### src/rtl/inst_fetch_axi.sv
`default_nettype none
// ============================================================================
//  Module   : inst_fetch_axi
//  Function : Instruction fetch stage. Turns each PC into one AXI4-Lite read,
//             returns the fetched word and holds the PC via stallreq until
//             the word arrives.
//  Revision : 1.0 - initial release
// ============================================================================
module inst_fetch_axi (
  input  logic        clk,
  input  logic        rst,
  input  logic [31:0] pc,
  input  logic        ce,
  input  logic        flush,
  input  logic        id_stall,
  output logic [31:0] inst,
  output logic        inst_valid,
  output logic        inst_err,
  output logic        stallreq,
  output logic [31:0] araddr,
  output logic [2:0]  arprot,
  output logic        arvalid,
  input  logic        arready,
  input  logic [31:0] rdata,
  input  logic [1:0]  rresp,
  input  logic        rvalid,
  output logic        rready
);

  // Unprivileged, secure, instruction access
  localparam logic [2:0] c_ARPROT_INST = 3'b100;

  typedef enum logic [1:0] {
    IDLE = 2'd0,
    ADDR = 2'd1,
    DATA = 2'd2
  } state_t;

  state_t r_state;
  state_t w_next;
  logic   r_drop;

  logic   w_start;
  logic   w_misal;
  logic   w_misal_fire;
  logic   w_rd_done;
  logic   w_discard;

  assign arprot       = c_ARPROT_INST;
  assign w_start      = ce && !flush && !id_stall;
  assign w_misal      = (pc[1:0] != 2'b00);
  assign w_misal_fire = (r_state == IDLE) && w_start && w_misal;
  assign w_rd_done    = (r_state == DATA) && rvalid;
  // A flush arriving in the same cycle as the response also discards it
  assign w_discard    = r_drop || flush;

  // Next-state decode and the combinational stall request
  always_comb begin
    w_next   = r_state;
    stallreq = ce && !r_drop && !w_rd_done && !w_misal_fire;
    case (r_state)
      IDLE:    if (w_start && !w_misal) w_next = ADDR;
      ADDR:    if (arready)             w_next = DATA;
      DATA:    if (rvalid)              w_next = IDLE;
      default:                          w_next = IDLE;
    endcase
  end

  // State register; arvalid/rready registered straight from the next state
  always_ff @(posedge clk or posedge rst) begin
    if (rst) begin
      r_state <= IDLE;
      arvalid <= 1'b0;
      rready  <= 1'b0;
    end else begin
      r_state <= w_next;
      arvalid <= (w_next == ADDR);
      rready  <= (w_next == DATA);
    end
  end

  // Address latch, instruction capture and drop tracking
  always_ff @(posedge clk or posedge rst) begin
    if (rst) begin
      araddr     <= 32'h0;
      inst       <= 32'h0;
      inst_valid <= 1'b0;
      inst_err   <= 1'b0;
      r_drop     <= 1'b0;
    end else begin
      inst_valid <= 1'b0;
      if ((r_state == IDLE) && w_start && !w_misal)
        araddr <= pc;
      if (w_misal_fire) begin
        inst       <= 32'h0;
        inst_err   <= 1'b1;
        inst_valid <= 1'b1;
      end
      if (w_rd_done && !w_discard) begin
        inst       <= rdata;
        inst_err   <= (rresp != 2'b00);
        inst_valid <= 1'b1;
      end
      if (w_rd_done)
        r_drop <= 1'b0;
      else if (flush && (r_state != IDLE))
        r_drop <= 1'b1;
    end
  end

endmodule
`default_nettype wire

### config.mk
export PLATFORM = sky130hd
export DESIGN_NAME = inst_fetch_axi
export DESIGN_NICKNAME = d
export VERILOG_FILES = /design/src/rtl/inst_fetch_axi.sv
export SDC_FILE = /design/constraint.sdc
export NUM_CORES = 1
export LEC_CHECK = 0
export CORE_MARGIN = 4
export CORE_UTILIZATION = 35
export CTS_CLUSTER_DIAMETER = 120
export DETAILED_ROUTE_END_ITERATION = 10
export PLACE_DENSITY_LB_ADDON = 0.15
export REMOVE_ABC_BUFFERS = 1
export SLEW_MARGIN = 20
export SYNTH_ARGS = -nofsm -noshare
export SYNTH_HDL_FRONTEND = slang
export SYNTH_SLANG_ARGS = --single-unit
### constraint.sdc
create_clock -name clk -period 2.68 [get_ports clk]
set_clock_uncertainty 0.2 [all_clocks]
set_input_delay 0.268 -clock clk [delete_from_list [all_inputs] [get_ports clk]]
set_output_delay 0.268 -clock clk [all_outputs]
set_load 0.02 [all_outputs]
# After elaboration in Yosys (flattened, before gate mapping)
# Index checks and enable logic that the tools add are counted.
[op_classes]
muxes = 12
reduce_logical = 26
n_eq_ne = 4
[ops]
columns = ["op", "n"]
rows = [
  ["$mux W32", 2],
  ["$logic_and A1 B1 Y1", 12],
  ["$reduce_bool A2 Y1", 5],
  ["$logic_not A1 Y1", 7],
  ["$mux W1", 6],
  ["$mux W2", 3],
  ["$pmux W2 S3", 1],
  ["$eq A2 B1 Y1 const B", 2],
  ["$eq A2 B2 Y1 const B", 2],
  ["$logic_not A2 Y1", 1],
  ["$logic_or A1 B1 Y1", 1],
]
[word_totals]
output_inout_bits = 72
regBits = 71
elab_cells = 50
input_bits = 73

# Depth between registers and ports, before layout
# Gate-level depths: netlist of the first run.
[depth]
ltp_word = 7
depth_mapped = 6

# Worst setup path after synthesis of the first run
# Ideal clock, no wire load.
[synth_path]
kind = "register to output"
start = "reg r_state[1]"
end = "out stallreq"
slack_ns = 0.377
stages_incl_launch_ff = 6
t_required_ns = 2.212
t_arrival_ns = 1.835
path_cell_list = "dfrtp_1 -> or3_1 -> buf_2 -> buf_1 -> nor3_1 -> nor4b_1"
[synth_between]
elab_chain_cells = 5
word_cells_on_any_way = 9
classes_between = "eq/ne: 1; reduce/logical: 8"
[synth_rtl]
columns = ["item", "line_no", "text"]
rows = [
  ["start, declared", "39", "state_t r_state;"],
  ["start signal, assigned", "76", "r_state <= w_next;"],
  ["$eq A2 B2 Y1 or $logic_not A2 Y1 (tied branches)", "53, 52", ""],
  ["$logic_and A1 B1 Y1, on equally long branches", "53, 52", ""],
  ["$logic_not A1 Y1 or $logic_and A1 B1 Y1 (tied branches)", "60, 52", ""],
  ["$logic_and A1 B1 Y1 or $logic_not A1 Y1 (tied branches)", "60", "stallreq = ce && !r_drop && !w_rd_done && !w_misal_fire;"],
  ["$logic_and A1 B1 Y1 (*)", "60", ""],
  ["end, declared", "19", "output logic stallreq,"],
]
# Every way passes the cells marked *; elsewhere a longest branch is shown, timed or not.

# Worst setup path after layout of the first run
[layout_path]
start = "reg r_state[0]"
end = "reg araddr[31]"
[layout_between]
elab_chain_cells = 3
[layout_rtl]
columns = ["item", "line_no", "text"]
rows = [
  ["$logic_not A2 Y1", "92", "if ((r_state == IDLE) && w_start && !w_misal)"],
  ["$logic_and A1 B1 Y1 (2 in a row)", "92", ""],
  ["end signal, assigned", "93", "araddr <= pc;"],
  ["end, declared", "20", "output logic [31:0] araddr,"],
]
# No other way between the ends.
# A chain may end at the register's enable or synchronous reset.

==> flow_summary.ini, run 1 <==
[floorplanning]
std_cell_rows = 33
die_area_mm2 = 0.0103
fp.dieW_um = 102
die_h_um = 102
io_pins = 145
core-area_mm2 = 0.00838
start_util_pct = 36.6

[drt]
via_count = 2250
drtAntennaViolNets = 0
routedWlPerCell_um = 16.7
first_iter_violations = 64
routed_wl_um = 7730
drc_errors = 0
first_pass_iters = 4
viasPerCell = 4.86

[synthesis]
synth_top_family_by_area = multiplexers
synthMuxAreaShare_pct = 23.1
ys_seq_area_share_pct = 57.9
postSynthRegisterBits = 71
synth_cell_types = 26
syn_inst = 215
avgSynthCellArea_um2 = 14.3
yosys_most_used_dff = dfrtp_1
synth-simple-area-share_pct = 3.30
synthAdderAreaFrac_pct = 0
synth_compound_area_share_pct = 11.1
yosys.area.top_type = dfrtp_1
synthesis.area_mm2 = 0.00307
synthArstFlopShare_pct = 100
synth_top_area_share_pct = 57.9
yosysWarnings = 0
synthXorXnorAreaFrac_pct = 0
synth_area_leaders = dfrtp_1 58%, mux2_2 22%, o31a_1 9.1%
synth-edff-count = 0

[global_routing]
globalRoute.busiestLayer = met2
met1_usage_pct = 18.3
grt_use_met2_pct = 26.1
grt_max_degree = 72
met3_usage_pct = 5.03
grt_usage_pct = 15.6
grt_pass1_wl_um = 12400
grt_antenna_before_repair = 0
grt_pass1_vias = 2435
overflow = 0

[power]
peakVddDrop_v = 0.000329
p_int_uw = 2170
p_sw_share_pct = 28.9
power_frac_seq_pct = 43.2
combPwrFrac_pct = 30.0
p_per_area_mw_per_mm2 = 640
p_total_uw = 3050
pwr-share-clk_pct = 26.9
p_sw_uw = 879
p_leak_uw = 0.00206

[layout]
syn_to_final_growth_pct = 55.2
mostFrequentLayoutCells = 140 x clkdlybuf4s50_1, 71 x dfrtp_1, 60 x mux2_2, 32 x o31a_1, 9 x clkbuf_8
fill_cells = 742
drive_gt1_share_pct = 24.0
stdcell_area_mm2 = 0.00476
final_common_cell = clkdlybuf4s50_1
fin_util_pct = 56.8
multi_input_area_mm2 = 0.00117
fin_nets = 426
regArea_mm2 = 0.00178
num_antenna_cells = 0

[clock_network]
ctsRootBufferMaster = clkbuf_8
holdBufCountCts = 0
cts_sinks = 71
clock_latency_ns = 0.34
postCtsSetupBuffers = 0
cts_tree = built
cts_max_level = 3
clk_path_buf_depth = 2
cts-buffers-inserted = 9
clk_pin_slew_ns = 0.08

[worst_setup_path]
crit_required_ns = 2.70
arrival_ns = 2.35
endpoint_kind = flop
crit_type = flop to flop
worstPathMaxFanout = 34
critPathLaunchType = flop

[sta]
drv_slew = 0
final-setup-viol-count = 0
grt_setup_unrepaired = false
finalCritPeriodShare_pct = 86.7
finalCriticalPeriod_ns = 2.32
whs_ns = 0.116
fmax_mhz = 430
hold_viol_final = 0
tns_ns = 0

[hold_path]
hp-class = input pin to asynchronous set/reset pin

[job]
drv_cap = 0

[place]
placed_area_mm2 = 0.00457
dpl.hpwl_um = 5440
port_buffers = 141
gp_congestion = 0.689

[outcome]
status = finished clean
==> per-layer routing <==
layer	wire [um]	part of all wire, %
met5	0	0
met4	156	2.0
met3	569	7.4
met2	3930	51
met1	3070	40
==> sequential cells by signal, indices dropped and copies added (netlist names) <==
register    flops
rready          1
r_drop          1
inst           32
araddr         32
arvalid         1
r_state         2
inst_err        1
inst_valid      1
==> cell usage after synthesis (3+ instances only) <==
cell type   n
mux2_2     60
o31a_1     32
clkbuf_1   10
nor2b_1     3
dfrtp_1    71
mux2_1      3
buf_6       4
buf_4       3
buf_1       4
==> cells by family (layout without fill, tap and decap cells) <==
kind of cell	after synthesis	count (layout)
DFF	71	71
muxes	63	63
AOI/OAI and AO/OA	40	40
buffers and inverters	24	166
and+or+nand+nor	15	15
other	2	3
==> power by group through the flow <==
| stage | registers (uW) | clock network (uW) | logic [uW] |
|---|---|---|---|
| 6_report | 1310 | 818 | 913 |
| 3_3_place_gp | 1330 | 0 | 917 |
| 5_1_grt | 1340 | 912 | 967 |
| 3_5_place_dp | 1340 | 0 | 926 |
| 4_1_cts | 1320 | 854 | 929 |
| 2_1_floorplan | 1530 | 0 | 223 |
==> final cells by class <==
type | count | area share, %
Inverter | 2 | 0.158
Timing Repair Buffer | 148 | 31.3
Clock buffer | 10 | 2.68
Tap cell | 105 | 2.76
Multi-Input combinational cell | 121 | 24.5
Sequential cell | 71 | 37.3
Clock inverter | 6 | 1.29
==> worst max-delay path: stages, from the launching register on <==
cell	delay [ns]
dfrtp_1	0.47
or3_1	0.45
buf_4	0.21
nor4_4	0.26
buf_12	0.25
mux2_2	0.36
==> through the flow <==
step / std cells / worst slack (ns)
3_5_place_dp: 447 / 0.170
6_report: 463 / 0.356
5_1_grt: 463 / 0.218
2_1_floorplan: 194 / -0.495
4_1_cts: 463 / 0.0937
3_3_place_gp: 447 / 0.189
==> worst paths after layout <==
kind,from,end,slack [ns],cells after the start
worst max register to register,r_state[0]$_DFF_PP0_,araddr[31]$_DFFE_PP0P_,0.36,5
worst min-delay path,rst,araddr[2]$_DFFE_PP0P_,0.12,3
worst max-delay path,r_state[0]$_DFF_PP0_,araddr[31]$_DFFE_PP0P_,0.36,5
worst min register to register,araddr[5]$_DFFE_PP0P_,araddr[5]$_DFFE_PP0P_,0.29,1
min in group clk,araddr[5]$_DFFE_PP0P_,araddr[5]$_DFFE_PP0P_,0.29,1
max in group asynchronous,rst,inst[9]$_DFFE_PP0P_,1.83,3
==> timing repair <==
action                                  CTS  global route
hold endpoints to repair                  0             0
endpoints found under the setup margin    0             1
gates resized for setup                   0             1
(Power assumes the default switching activity.)
==> inputs of run 2 (changes only) <==
CELL_PAD_IN_SITES_DETAIL_PLACEMENT = 1   (was default)
CELL_PAD_IN_SITES_GLOBAL_PLACEMENT = 2   (was default)
CORE_UTILIZATION = 26   (was 35)
==> run 2 against run 1 <==
Via count is 2.2% higher; critical path depth down 1; design area increased by 3.1%; first-iteration DRC count is 11% higher; worst setup slack got worse by 0.14 ns; die area grew 32%; flip-flop and latch count is the same; largest cell class unchanged; largest power group unchanged.
==> flow_summary.ini, run 2 (same netlist as run 1, synthesis figures left out) <==
[clock_network]
cts_max_level = 3
ctsRootBufferMaster = clkbuf_16
cts_sinks = 71
cts_tree = built
cts-buffers-inserted = 9
clk_pin_slew_ns = 0.05
holdBufCountCts = 0
cts.repair.resized = 0
postCtsSetupBuffers = 0
clock_latency_ns = 0.32
clk_path_buf_depth = 2

[sta]
tns_ns = 0
grt_setup_unrepaired = false
finalCritPeriodShare_pct = 92.0
finalCriticalPeriod_ns = 2.46
drv_slew = 0
fmax_mhz = 406
hold_viol_final = 0
final-setup-viol-count = 0

[worst_setup_path]
endpoint_kind = output pin
worstPathMaxFanout = 10
path_cells = or3_1 -> nor3_1 -> nor4b_1 -> clkdlybuf4s50_1
cpMaxStageDelayCell = clkdlybuf4s50_1
arrival_ns = 2.00
critPathLaunchType = flop
crit_type = flop to output pin
critical_path_buf_inv_count = 1
critPathTopFamily = simple AND/OR/NAND/NOR gates
crit_required_ns = 2.21
reg2reg_slack_ns = 0.41
cpPeakStageDelay_ns = 0.53

[power]
power_frac_seq_pct = 39.2
pwr-share-clk_pct = 33.1
p_leak_uw = 0.00210
p_sw_uw = 914
combPwrFrac_pct = 27.7
p_per_area_mw_per_mm2 = 684
peakVddDrop_v = 0.000301
p_total_uw = 3360
p_sw_share_pct = 27.2
p_int_uw = 2440

[global_routing]
grt_usage_pct = 12.8
grt_max_degree = 37
grt_pass1_wl_um = 13400
grt_pass1_vias = 2528
overflow = 0
grt_antenna_before_repair = 0

[drt]
first_pass_iters = 4
via_count = 2300
first_iter_violations = 71
routedWlPerCell_um = 17.5
viasPerCell = 4.58
drc_errors = 0
drtAntennaViolNets = 0
routed_wl_um = 8780

[job]
drv_cap = 0

[layout]
num_antenna_cells = 0
stdcell_area_mm2 = 0.00491
fin_nets = 428
drive_gt1_share_pct = 23.7
syn_to_final_growth_pct = 60.0
fin_util_pct = 42.8
fill_cells = 1189
final_common_cell = clkdlybuf4s50_1
reg_top3 = araddr: 32 flops, inst: 32 flops, r_state: 2 flops
mostFrequentLayoutCells = 141 x clkdlybuf4s50_1, 71 x dfrtp_1, 60 x mux2_2, 32 x o31a_1, 9 x clkbuf_16
final_cells = 502

[place]
dpl.hpwl_um = 6170
port_buffers = 141
placed_area_mm2 = 0.00463
dp_cells = 487
gp_congestion = 0.674

[floorplanning]
core-area_mm2 = 0.0115
die_area_mm2 = 0.0136
die_h_um = 117
std_cell_rows = 39
start_util_pct = 26.8
io_pins = 145
fp.dieW_um = 117

[hold_path]
hp-class = input pin to asynchronous set/reset pin

[outcome]
status = finished clean
==> run 2: cell count changes in the layout (fill, tap and decap cells not counted), moves of 2 or more <==
cell,change
clkbuf_16,+9
clkbuf_8,-6
buf_4,+2
clkinv_2,-3
clkbuf_1,+2
==> run 2: per-layer routing <==
metal	track usage (%)	vias to the layer above	part of all wire, %
li1	-	1060	-
met1	15.3	1125	41
met2	19.7	106	45
met3	6.53	9	13
met4	4.82	0	1.4
met5	0	-	0
==> run 2: worst register-to-register path: cells and delay by family, from the launching register on <==
family                 cells  cell delay (ns)
and+or+nand+nor            2             0.67
DFF                        1             0.47
buffers and inverters      2             0.44
muxes                      1             0.38
==> run 2: cell type report <==
type                       instances  area (um^2)  share of cell area, %
tap                              143          179                   3.64
inverter                           2         7.51                  0.153
timing repair buffer             150         1500                   30.6
multi-input combinational        121         1170                   23.7
sequential                        71         1780                   36.2
clock buffer                      15          278                   5.66
==> run 2: path summary, 6_finish.rpt <==
kind | from | endpoint | cells after the start
max in group asynchronous | rst | araddr[8]$_DFFE_PP0P_ | 3
worst max-delay path | r_state[0]$_DFF_PP0_ | stallreq | 4
worst min-delay path | rst | araddr[11]$_DFFE_PP0P_ | 2
worst max register to register | r_state[0]$_DFF_PP0_ | araddr[19]$_DFFE_PP0P_ | 5
worst min register to register | araddr[4]$_DFFE_PP0P_ | araddr[4]$_DFFE_PP0P_ | 1
min in group clk | araddr[4]$_DFFE_PP0P_ | araddr[4]$_DFFE_PP0P_ | 1
==> run 2: power by group through the flow <==
stage	combinational, uW	clock, uW	sequential, uW
floorplan	223	0	1530
global placement	936	0	1330
detailed placement	940	0	1340
CTS	945	1150	1320
global route	991	1190	1340
finish	930	1110	1320
==> run 2: stage by stage <==
| step | setup slack (ns) | hold WS (ns) |
|---|---|---|
| after CTS | 0.171 | 0.0727 |
| after floorplan | -0.495 | 0.203 |
| final | 0.216 | 0.0687 |
| after global routing | 0.125 | 0.0943 |
| after global placement | 0.218 | 0.271 |
| after detailed placement | 0.190 | 0.279 |
